File: src/rtl/kpu_pkg.sv
// Shared KPU definitions: memory op-codes driven by the core and the
// memory-controller state encoding.
package kpu_pkg;

    localparam logic [31:0] MEMOP_IDLE  = 32'd0;
    localparam logic [31:0] MEMOP_READ  = 32'd1;
    localparam logic [31:0] MEMOP_WRITE = 32'd2;

    typedef enum logic [1:0] {
        StIdle,
        StAccess,
        StDone,
        StRelease
    } mem_state_e;

endpackage

File: src/rtl/kpu_mem_ctrl_if.sv
// Core-side memory port of the KPU: request from the core, completion and
// read data back from the memory controller.
interface kpu_mem_ctrl_if;

    logic [31:0] memop;
    logic [31:0] memaddress;
    logic [31:0] memwdata;
    logic [31:0] memrdata;
    logic        memready;
    logic        memerr;

    modport master (
        output memop,
        output memaddress,
        output memwdata,
        input  memrdata,
        input  memready,
        input  memerr
    );

    modport slave (
        input  memop,
        input  memaddress,
        input  memwdata,
        output memrdata,
        output memready,
        output memerr
    );

endinterface

File: src/rtl/kpu_mem_ctrl.sv
// Word memory controller between the KPU core and a synchronous single-port
// SRAM: wait-stated accesses, error rejection, and a release handshake.
module kpu_mem_ctrl
    import kpu_pkg::*;
#(
    parameter int unsigned ADDR_WIDTH  = 16,
    parameter int unsigned WAIT_STATES = 1
) (
    input  logic                  clk,
    input  logic                  rst,
    kpu_mem_ctrl_if.slave         bus,
    output logic [ADDR_WIDTH-1:0] sram_addr,
    output logic                  sram_re,
    output logic                  sram_we,
    output logic [31:0]           sram_wdata,
    input  logic [31:0]           sram_rdata
);

    mem_state_e            state_q;
    logic [3:0]            cnt_q;
    logic [31:0]           memrdata_q;
    logic                  memready_q;
    logic                  memerr_q;
    logic [ADDR_WIDTH-1:0] sram_addr_q;
    logic                  sram_re_q;
    logic                  sram_we_q;
    logic [31:0]           sram_wdata_q;

    logic op_valid;
    logic misaligned;
    logic out_of_range;
    logic req_err;

    always_comb begin
        op_valid     = (bus.memop == MEMOP_READ) || (bus.memop == MEMOP_WRITE);
        misaligned   = bus.memaddress[1:0] != 2'b00;
        out_of_range = (bus.memaddress >> (ADDR_WIDTH + 2)) != 32'd0;
        req_err      = !op_valid || misaligned || out_of_range;
    end

    always_ff @(posedge clk) begin
        if (rst) begin
            state_q      <= StIdle;
            cnt_q        <= 4'd0;
            memrdata_q   <= 32'd0;
            memready_q   <= 1'b0;
            memerr_q     <= 1'b0;
            sram_addr_q  <= '0;
            sram_re_q    <= 1'b0;
            sram_we_q    <= 1'b0;
            sram_wdata_q <= 32'd0;
        end else begin
            case (state_q)
                StIdle: begin
                    if (bus.memop != MEMOP_IDLE) begin
                        if (req_err) begin
                            // Rejected without touching the SRAM; only writes keep read data.
                            state_q    <= StDone;
                            memready_q <= 1'b1;
                            memerr_q   <= 1'b1;
                            if (bus.memop != MEMOP_WRITE) memrdata_q <= 32'd0;
                        end else begin
                            state_q      <= StAccess;
                            cnt_q        <= 4'(WAIT_STATES);
                            sram_addr_q  <= bus.memaddress[ADDR_WIDTH+1:2];
                            sram_wdata_q <= bus.memwdata;
                            sram_re_q    <= bus.memop == MEMOP_READ;
                            sram_we_q    <= bus.memop == MEMOP_WRITE;
                        end
                    end
                end
                StAccess: begin
                    if (cnt_q == 4'd0) begin
                        if (sram_re_q) memrdata_q <= sram_rdata;
                        sram_re_q  <= 1'b0;
                        sram_we_q  <= 1'b0;
                        memready_q <= 1'b1;
                        state_q    <= StDone;
                    end else begin
                        cnt_q <= cnt_q - 4'd1;
                    end
                end
                StDone: begin
                    memready_q <= 1'b0;
                    memerr_q   <= 1'b0;
                    state_q    <= StRelease;
                end
                StRelease: begin
                    // A core still holding its request must not be served twice.
                    if (bus.memop == MEMOP_IDLE) state_q <= StIdle;
                end
                default: state_q <= StIdle;
            endcase
        end
    end

    assign bus.memrdata = memrdata_q;
    assign bus.memready = memready_q;
    assign bus.memerr   = memerr_q;
    assign sram_addr    = sram_addr_q;
    assign sram_re      = sram_re_q;
    assign sram_we      = sram_we_q;
    assign sram_wdata   = sram_wdata_q;

endmodule

File: src/flat_wrapper.sv
// flat-port wrapper written by rule: the top's interface ports become plain ports
module kpu_mem_ctrl_flat import kpu_pkg::*;
#(
    parameter int unsigned ADDR_WIDTH  = 16,
    parameter int unsigned WAIT_STATES = 1
)
  (clk, rst, sram_addr, sram_re, sram_we, sram_wdata, sram_rdata, bus_memop, bus_memaddress, bus_memwdata, bus_memrdata, bus_memready, bus_memerr);
  kpu_mem_ctrl_if bus_i ();
  input  logic clk;
  input  logic rst;
  output logic [ADDR_WIDTH-1:0] sram_addr;
  output logic sram_re;
  output logic sram_we;
  output logic [31:0] sram_wdata;
  input  logic [31:0] sram_rdata;
  input wire logic [$bits(bus_i.memop)-1:0] bus_memop;
  input wire logic [$bits(bus_i.memaddress)-1:0] bus_memaddress;
  input wire logic [$bits(bus_i.memwdata)-1:0] bus_memwdata;
  output wire logic [$bits(bus_i.memrdata)-1:0] bus_memrdata;
  output wire logic [$bits(bus_i.memready)-1:0] bus_memready;
  output wire logic [$bits(bus_i.memerr)-1:0] bus_memerr;
  assign bus_i.memop = bus_memop;
  assign bus_i.memaddress = bus_memaddress;
  assign bus_i.memwdata = bus_memwdata;
  assign bus_memrdata = bus_i.memrdata;
  assign bus_memready = bus_i.memready;
  assign bus_memerr = bus_i.memerr;
  kpu_mem_ctrl #(.ADDR_WIDTH(ADDR_WIDTH), .WAIT_STATES(WAIT_STATES)) u_core (.clk(clk), .rst(rst), .bus(bus_i), .sram_addr(sram_addr), .sram_re(sram_re), .sram_we(sram_we), .sram_wdata(sram_wdata), .sram_rdata(sram_rdata));
endmodule
File: config.mk
export PLATFORM = sky130hd
export DESIGN_NAME = kpu_mem_ctrl_flat
export DESIGN_NICKNAME = d
export VERILOG_FILES = /design/src/rtl/kpu_pkg.sv /design/src/rtl/kpu_mem_ctrl_if.sv /design/src/rtl/kpu_mem_ctrl.sv /design/src/flat_wrapper.sv
export SDC_FILE = /design/constraint.sdc
export NUM_CORES = 1
export LEC_CHECK = 0
export ABC_AREA = 1
export BUFFER_PORTS_ARGS = -buffer_cell sky130_fd_sc_hd__clkbuf_2
export CAP_MARGIN = 20
export CELL_PAD_IN_SITES_DETAIL_PLACEMENT = 0
export CELL_PAD_IN_SITES_GLOBAL_PLACEMENT = 2
export CORE_MARGIN = 10
export CORE_UTILIZATION = 23
export DETAILED_ROUTE_END_ITERATION = 7
export MAX_ROUTING_LAYER = met4
export PLACE_DENSITY_LB_ADDON = 0.1
export SLEW_MARGIN = 0
export SYNTH_ARGS = -nofsm -noshare
export SYNTH_HDL_FRONTEND = slang
export SYNTH_SLANG_ARGS = --single-unit
File: constraint.sdc
create_clock -name clk -period 2.7 [get_ports clk]
set_clock_uncertainty 0.2 [all_clocks]
set_input_delay 0 -clock clk [delete_from_list [all_inputs] [get_ports clk]]
set_output_delay 0 -clock clk [all_outputs]
set_load 0.01 [all_outputs]
## After elaboration in Yosys (flattened, before gate mapping)

Cells that the tools add are included.

| word-level totals | value |
|---|---|
| bits in registers | 90 |
| word-level logic and storage cells | 72 |
| output and inout bits | 84 |

| operators by class | value |
|---|---|
| equal/unequal tests | 14 |
| reductions and logical operators | 20 |
| multiplexer cells | 27 |
| bitwise operators | 1 |
| $add $sub $neg | 1 |

Operator list:

| cell | count |
|---|---|
| two-way mux 32 bit | 5 |
| one-hot mux 32 bit (2 select lines) | 1 |
| nonzero test 32 bit | 2 |
| == test 32 x 1 -> 1 bit (second input constant) | 1 |
| == test 32 x 2 -> 1 bit (second input constant) | 1 |
| logical NOT 32 bit | 1 |
| != test 32 x 2 -> 1 bit (second input constant) | 1 |
| two-way mux 4 bit | 3 |
| != test 2 x 1 -> 1 bit (second input constant) | 6 |
| AND reduction 4 bit | 3 |
| AND reduction 3 bit | 3 |
| two-way mux 1 bit | 8 |
| two-way mux 2 bit | 4 |
| one-hot mux 2 bit (4 select lines) | 1 |
| one-hot mux 4 bit (2 select lines) | 1 |
| one-hot mux 1 bit (2 select lines) | 3 |
| AND reduction 6 bit | 1 |
| nonzero test 2 bit | 3 |
| == test 2 bit (second input constant) | 2 |
| logical NOT 4 bit | 1 |
| != test 2 bit (second input constant) | 2 |
| subtractor 4 x 1 -> 4 bit (second input constant) | 1 |
| logical OR 1 bit | 3 |
| one-hot mux 1 bit (3 select lines) | 1 |
| 5 further kinds | 5 |

## Longest topological paths before layout

| logic depth | value |
|---|---|
| word-level depth | 8 |
| gate-level depth with buffers | 13 |
| depth with buffers taken out | 11 |

## Worst setup path before layout

Ideal clock, no wire load.

| path | value |
|---|---|
| kind | reg2reg |
| start point | reg u_core.state_q[0] |
| end point | reg u_core.memrdata_q[14], in the netlist u_core.bus.memrdata[14] |
| clock period less this slack | 1934 ps |
| setup slack | 766 ps |
| library setup time | 113 ps |
| path buffers | 3 |
| data arrival time | 1621 ps |
| required time | 2387 ps |
| stages on the path, launching flop included | 13 |
| cell sequence | dfxtp_1 > inv_1 > ha_1 > buf_4 > nor2_1 > nor2_1 > nand2_2 > a21oi_4 > nand3_2 > buf_6 > buf_6 > nor2_1 > nor2_1 |

| on the way | value |
|---|---|
| cells in the longest elaborated chain, start to end | 3 |
| elaborated cells on any way between the ends | 10 |
| classes of those cells | 6 x eq/ne; 1 x mux; 3 x reduce/logical |

RTL lines:

| what | line | text |
|---|---|---|
| start, declared | kpu_mem_ctrl.sv:19 | `mem_state_e state_q;` |
| start signal, assigned | kpu_mem_ctrl.sv:43 | `state_q <= StIdle;` |
| start signal, assigned | kpu_mem_ctrl.sv:58 | `state_q <= StDone;` |
| start signal, assigned | kpu_mem_ctrl.sv:63 | `state_q <= StAccess;` |
| == test 2 x 1 -> 1 bit / logical NOT 2 bit (equally long branches) | kpu_mem_ctrl.sv:53 | `case (state_q)` |
| != test 2 x 1 -> 1 bit (no line) / nonzero test 2 bit (equally long branches) | n/a |  |
| AND reduction 6 bit (no line) | n/a |  |
| end signal, assigned | kpu_mem_ctrl.sv:74 | `if (sram_re_q) memrdata_q <= sram_rdata;` |
| end, declared | kpu_mem_ctrl.sv:21 | `logic [31:0] memrdata_q;` |

Several ways; a longest one is shown, not always the timed one.
A chain may end at the register's enable or synchronous reset.

## Worst setup path in the final report

| path | value |
|---|---|
| start point | reg u_core.state_q[0] |
| end point | reg u_core.sram_wdata_q[18], in the netlist u_core.sram_wdata[18] |

| on the way | value |
|---|---|
| cells in the longest elaborated chain, start to end | 2 |

RTL lines:

| what | line | text |
|---|---|---|
| logical NOT 2 bit | kpu_mem_ctrl.sv:53 |  |
| AND reduction 3 bit (no line) | n/a |  |
| end signal, assigned | kpu_mem_ctrl.sv:66 | `sram_wdata_q <= bus.memwdata;` |
| end, declared | kpu_mem_ctrl.sv:27 | `logic [31:0] sram_wdata_q;` |

Every way passes these cells.

==> summary.txt <==
Pwr
  • Max IR drop VDD: 345 uV
  • Internal cell power: ~3.0 mW
  • Register share of total power: around 33%
  • Leak: 3.42 nW
  • Power per cell area: 714 mW/mm2
  • Overall power: 4.93 mW
  • Switching power: ~1.9 mW
  • Net Sw Frac: about two fifths
  • Clock Power Share: about a quarter
  • Combinational power share: between 40 and 50%

STA
  • Final Cycle Share: a little over nine tenths
  • Final Max Slew Viols: 0
  • Min Hold Slack: 48.3 ps
  • Relative slew margins: about three fifths
  • PnR worst setup slack: roughly 160 ps
  • Max Freq: ~390 MHz
  • Setup TNS: 0 ps
  • Tmin final: between 2000 and 3000 ps
  • RSZ-0062 raised after global routing: no
  • Slew @ Worst Pin: slightly below 600 ps
  • Final Hold Fails: 0
  • Final Setup Violations: 0

Critical path
  • Crit-path leading delay family: buffers and inverters
  • Worst-path fanout max: 18
  • Critical Path AT: 2570 ps
  • Crit end category: flip-flop
  • Crit path cell chain: inv_1 -> ha_1 -> nand3_4 -> buf_4 -> o21ai_0 -> dlygate4sd3_1 -> a21oi_1
  • CP max stage delay: slightly below 600 ps
  • Startpoint Class: flip-flop
  • Crit path kind: reg2reg
  • WP buf/inv: 3
  • Slowest-stage cell, CP: dlygate4sd3_1
  • CP required: around 2700 ps

Synth
  • Yosys warns: 0
  • Net Count, Synth: 770
  • Top cell type's share of synthesized area: between 40 and 50%
  • Synth area leader: dfxtp_1
  • Cell Area, Synth: ~0.0042 mm2
  • FF+latch count, synth: 90
  • Synth cell types: 26
  • Dominant cells by area after synthesis: dfxtp_1 43%, nand2_1 11%, inv_1 11%
  • Register area share after synthesis: between 40% and 50%
  • Gate Count Post-Synth: between 600 and 700
  • Synthesized area per cell: about 6.7 um2

Placed design
  • # port buffers: 213
  • Dpl hpwl: 11.0 mm
  • Post-Place Worst Slack: around 460 ps
  • Post-Place Cells: 1056
  • Placed Area: roughly 0.0055 mm2
  • RD Place Congestion: between 0.7 and 0.8

Floorplan
  • Core ar.: around 0.018 mm2
  • Die width: 156 um
  • IO Count: approximately 210
  • Die area: ~0.024 mm2
  • Initial core utilization: a little under a quarter
  • Rows: 49
  • Die H: approximately 160 um

Global route
  • Antenna violations before repair: 0
  • GRT Overall Usage: 12.7%
  • Gr ovfl total: 0
  • Vias in the first global route: ~5k
  • Pin count of the biggest net entering global routing: 41
  • Global-route wire length before repair: between 20 and 25 mm

Clock tree
  • Clock-pin slew on the worst setup and hold paths: ~70 ps
  • CTS tree: done
  • CTS Sinks: 90
  • CTS H-tree depth: 3
  • Longest Clk Path Bufs: 2
  • Post-CTS Setup Inserts: 0
  • Num CTS Buffers: 9
  • Skew-Pair Late Insertion Delay: approximately 340 ps
  • CTS root buffer: clkbuf_16

Route
  • Drt first pass iters: 4
  • Final ANT Viol Nets: 0
  • 1st-iter DRT viols: 142
  • Via density: a little over 4
  • DRC Markers: 0
  • Drt total wl: around 15 mm
  • Vias post-DR: 4792
  • DR WL/cell: between 10 and 15 um

Cells and area
  • Nets: ~1.1k
  • Core Util, Final: 38.3%
  • Layout area overhead: 63.5%
  • Ant diodes: 0
  • Fin cells: ~1.2k
  • Layout cells sized above 1: 27.0%
  • Commonest non-fill, non-tap cells in the layout: 213 x clkbuf_2, 128 x nand2_1, 125 x inv_1
  • Commonest non-fill, non-tap cell in the layout: clkbuf_2
  • Fin area: around 0.0069 mm2

Min path
  • Hold WC Path Type: in2reg

Status
  • Status: finished, final reports clean

Run
  • Max Cap Viol: 0
## registers in the layout, indices dropped and copies added (netlist names)
| signal | flops |
|---|---|
| u_core.bus.memready | 1 |
| u_core.cnt_q | 4 |
| u_core.sram_we | 1 |
| u_core.bus.memrdata | 32 |
| u_core.bus.memerr | 1 |
| u_core.sram_re | 1 |
| u_core.sram_addr | 16 |
| u_core.state_q | 2 |
| u_core.sram_wdata | 32 |
## tightest hold or removal path, cell delays in order
cell and delay, ps:
clkbuf_2 90, nor2_2 40, nand2_1 50, nor2_1 30
nand2_1 80, nor2_1 50, nand2_1 50, nand3_1 70
nand2_1 60, nor2_1 30
## power by group through the flow
stage | Combinational (mW) | Sequential [mW] | Clock, mW
floorplan | 1.31 | 1.72 | 0
global placement | 1.92 | 1.68 | 0
detailed placement | 1.93 | 1.68 | 0
CTS | 2.06 | 1.65 | 1.30
global route | 2.39 | 1.67 | 1.36
finish | 2.04 | 1.65 | 1.24
## layer usage
layer	wire, um	global-route usage, %
met1	6860	14.6
met3	1020	4.77
met4	174	3.03
met5	0	-
met2	7400	20.6
## final cells by class
type / count / area (um2)
Fill cell: 1939 / 11100
Tap cell: 229 / 287
Clock inverter: 6 / 55.1
Multi-Input combinational cell: 385 / 1790
Sequential cell: 90 / 1800
Inverter: 126 / 473
Clock buffer: 10 / 229
Timing Repair Buffer: 336 / 2270
## cells in the mapped netlist
cell and number:
nand2_1 128, inv_1 125, nor2_1 92, dfxtp_1 90, a21oi_1 54, o21ai_0 45
nand4_1 27, clkbuf_1 16, buf_2 13, nand3_1 12, o21ai_1 6, ha_1 5
buf_6 4, or2_2 3, buf_1 2, nand3_2 2, nor2_2 2, a21oi_2 1
a21oi_4 1, and3_1 1, buf_4 1, inv_2 1, nand2_2 1, nand3b_1 1
nor3_1 1, o31ai_4 1
## path summary, 6_finish.rpt
check | slack, ps | depth (start not counted) | startpoint | end
worst min register to register | 240 | 2 | u_core.sram_addr[2] | u_core.sram_addr[2]
worst max register to register | 160 | 7 | u_core.state_q[0] | u_core.sram_wdata[18]
worst min-delay path | 50 | 10 | bus_memop[2] | u_core.sram_re
worst max-delay path | 160 | 7 | u_core.state_q[0] | u_core.sram_wdata[18]
## logic make-up (layout without fill, tap and decap cells)
kind of cell	after synthesis	count (layout)	share of synthesized area (%)
AOI/OAI and AO/OA	108	108	13.5
adders and majority gates	5	5	1.48
buffers and inverters	162	478	15.6
DFF	90	90	42.6
and+or+nand+nor	270	272	26.8
## timing repair
action,in CTS,in global routing
hold buffers,108,0
setup endpoints to repair,0,27
hold endpoints to repair,80,0
resized for setup,0,0
(Power assumes the default switching activity.)
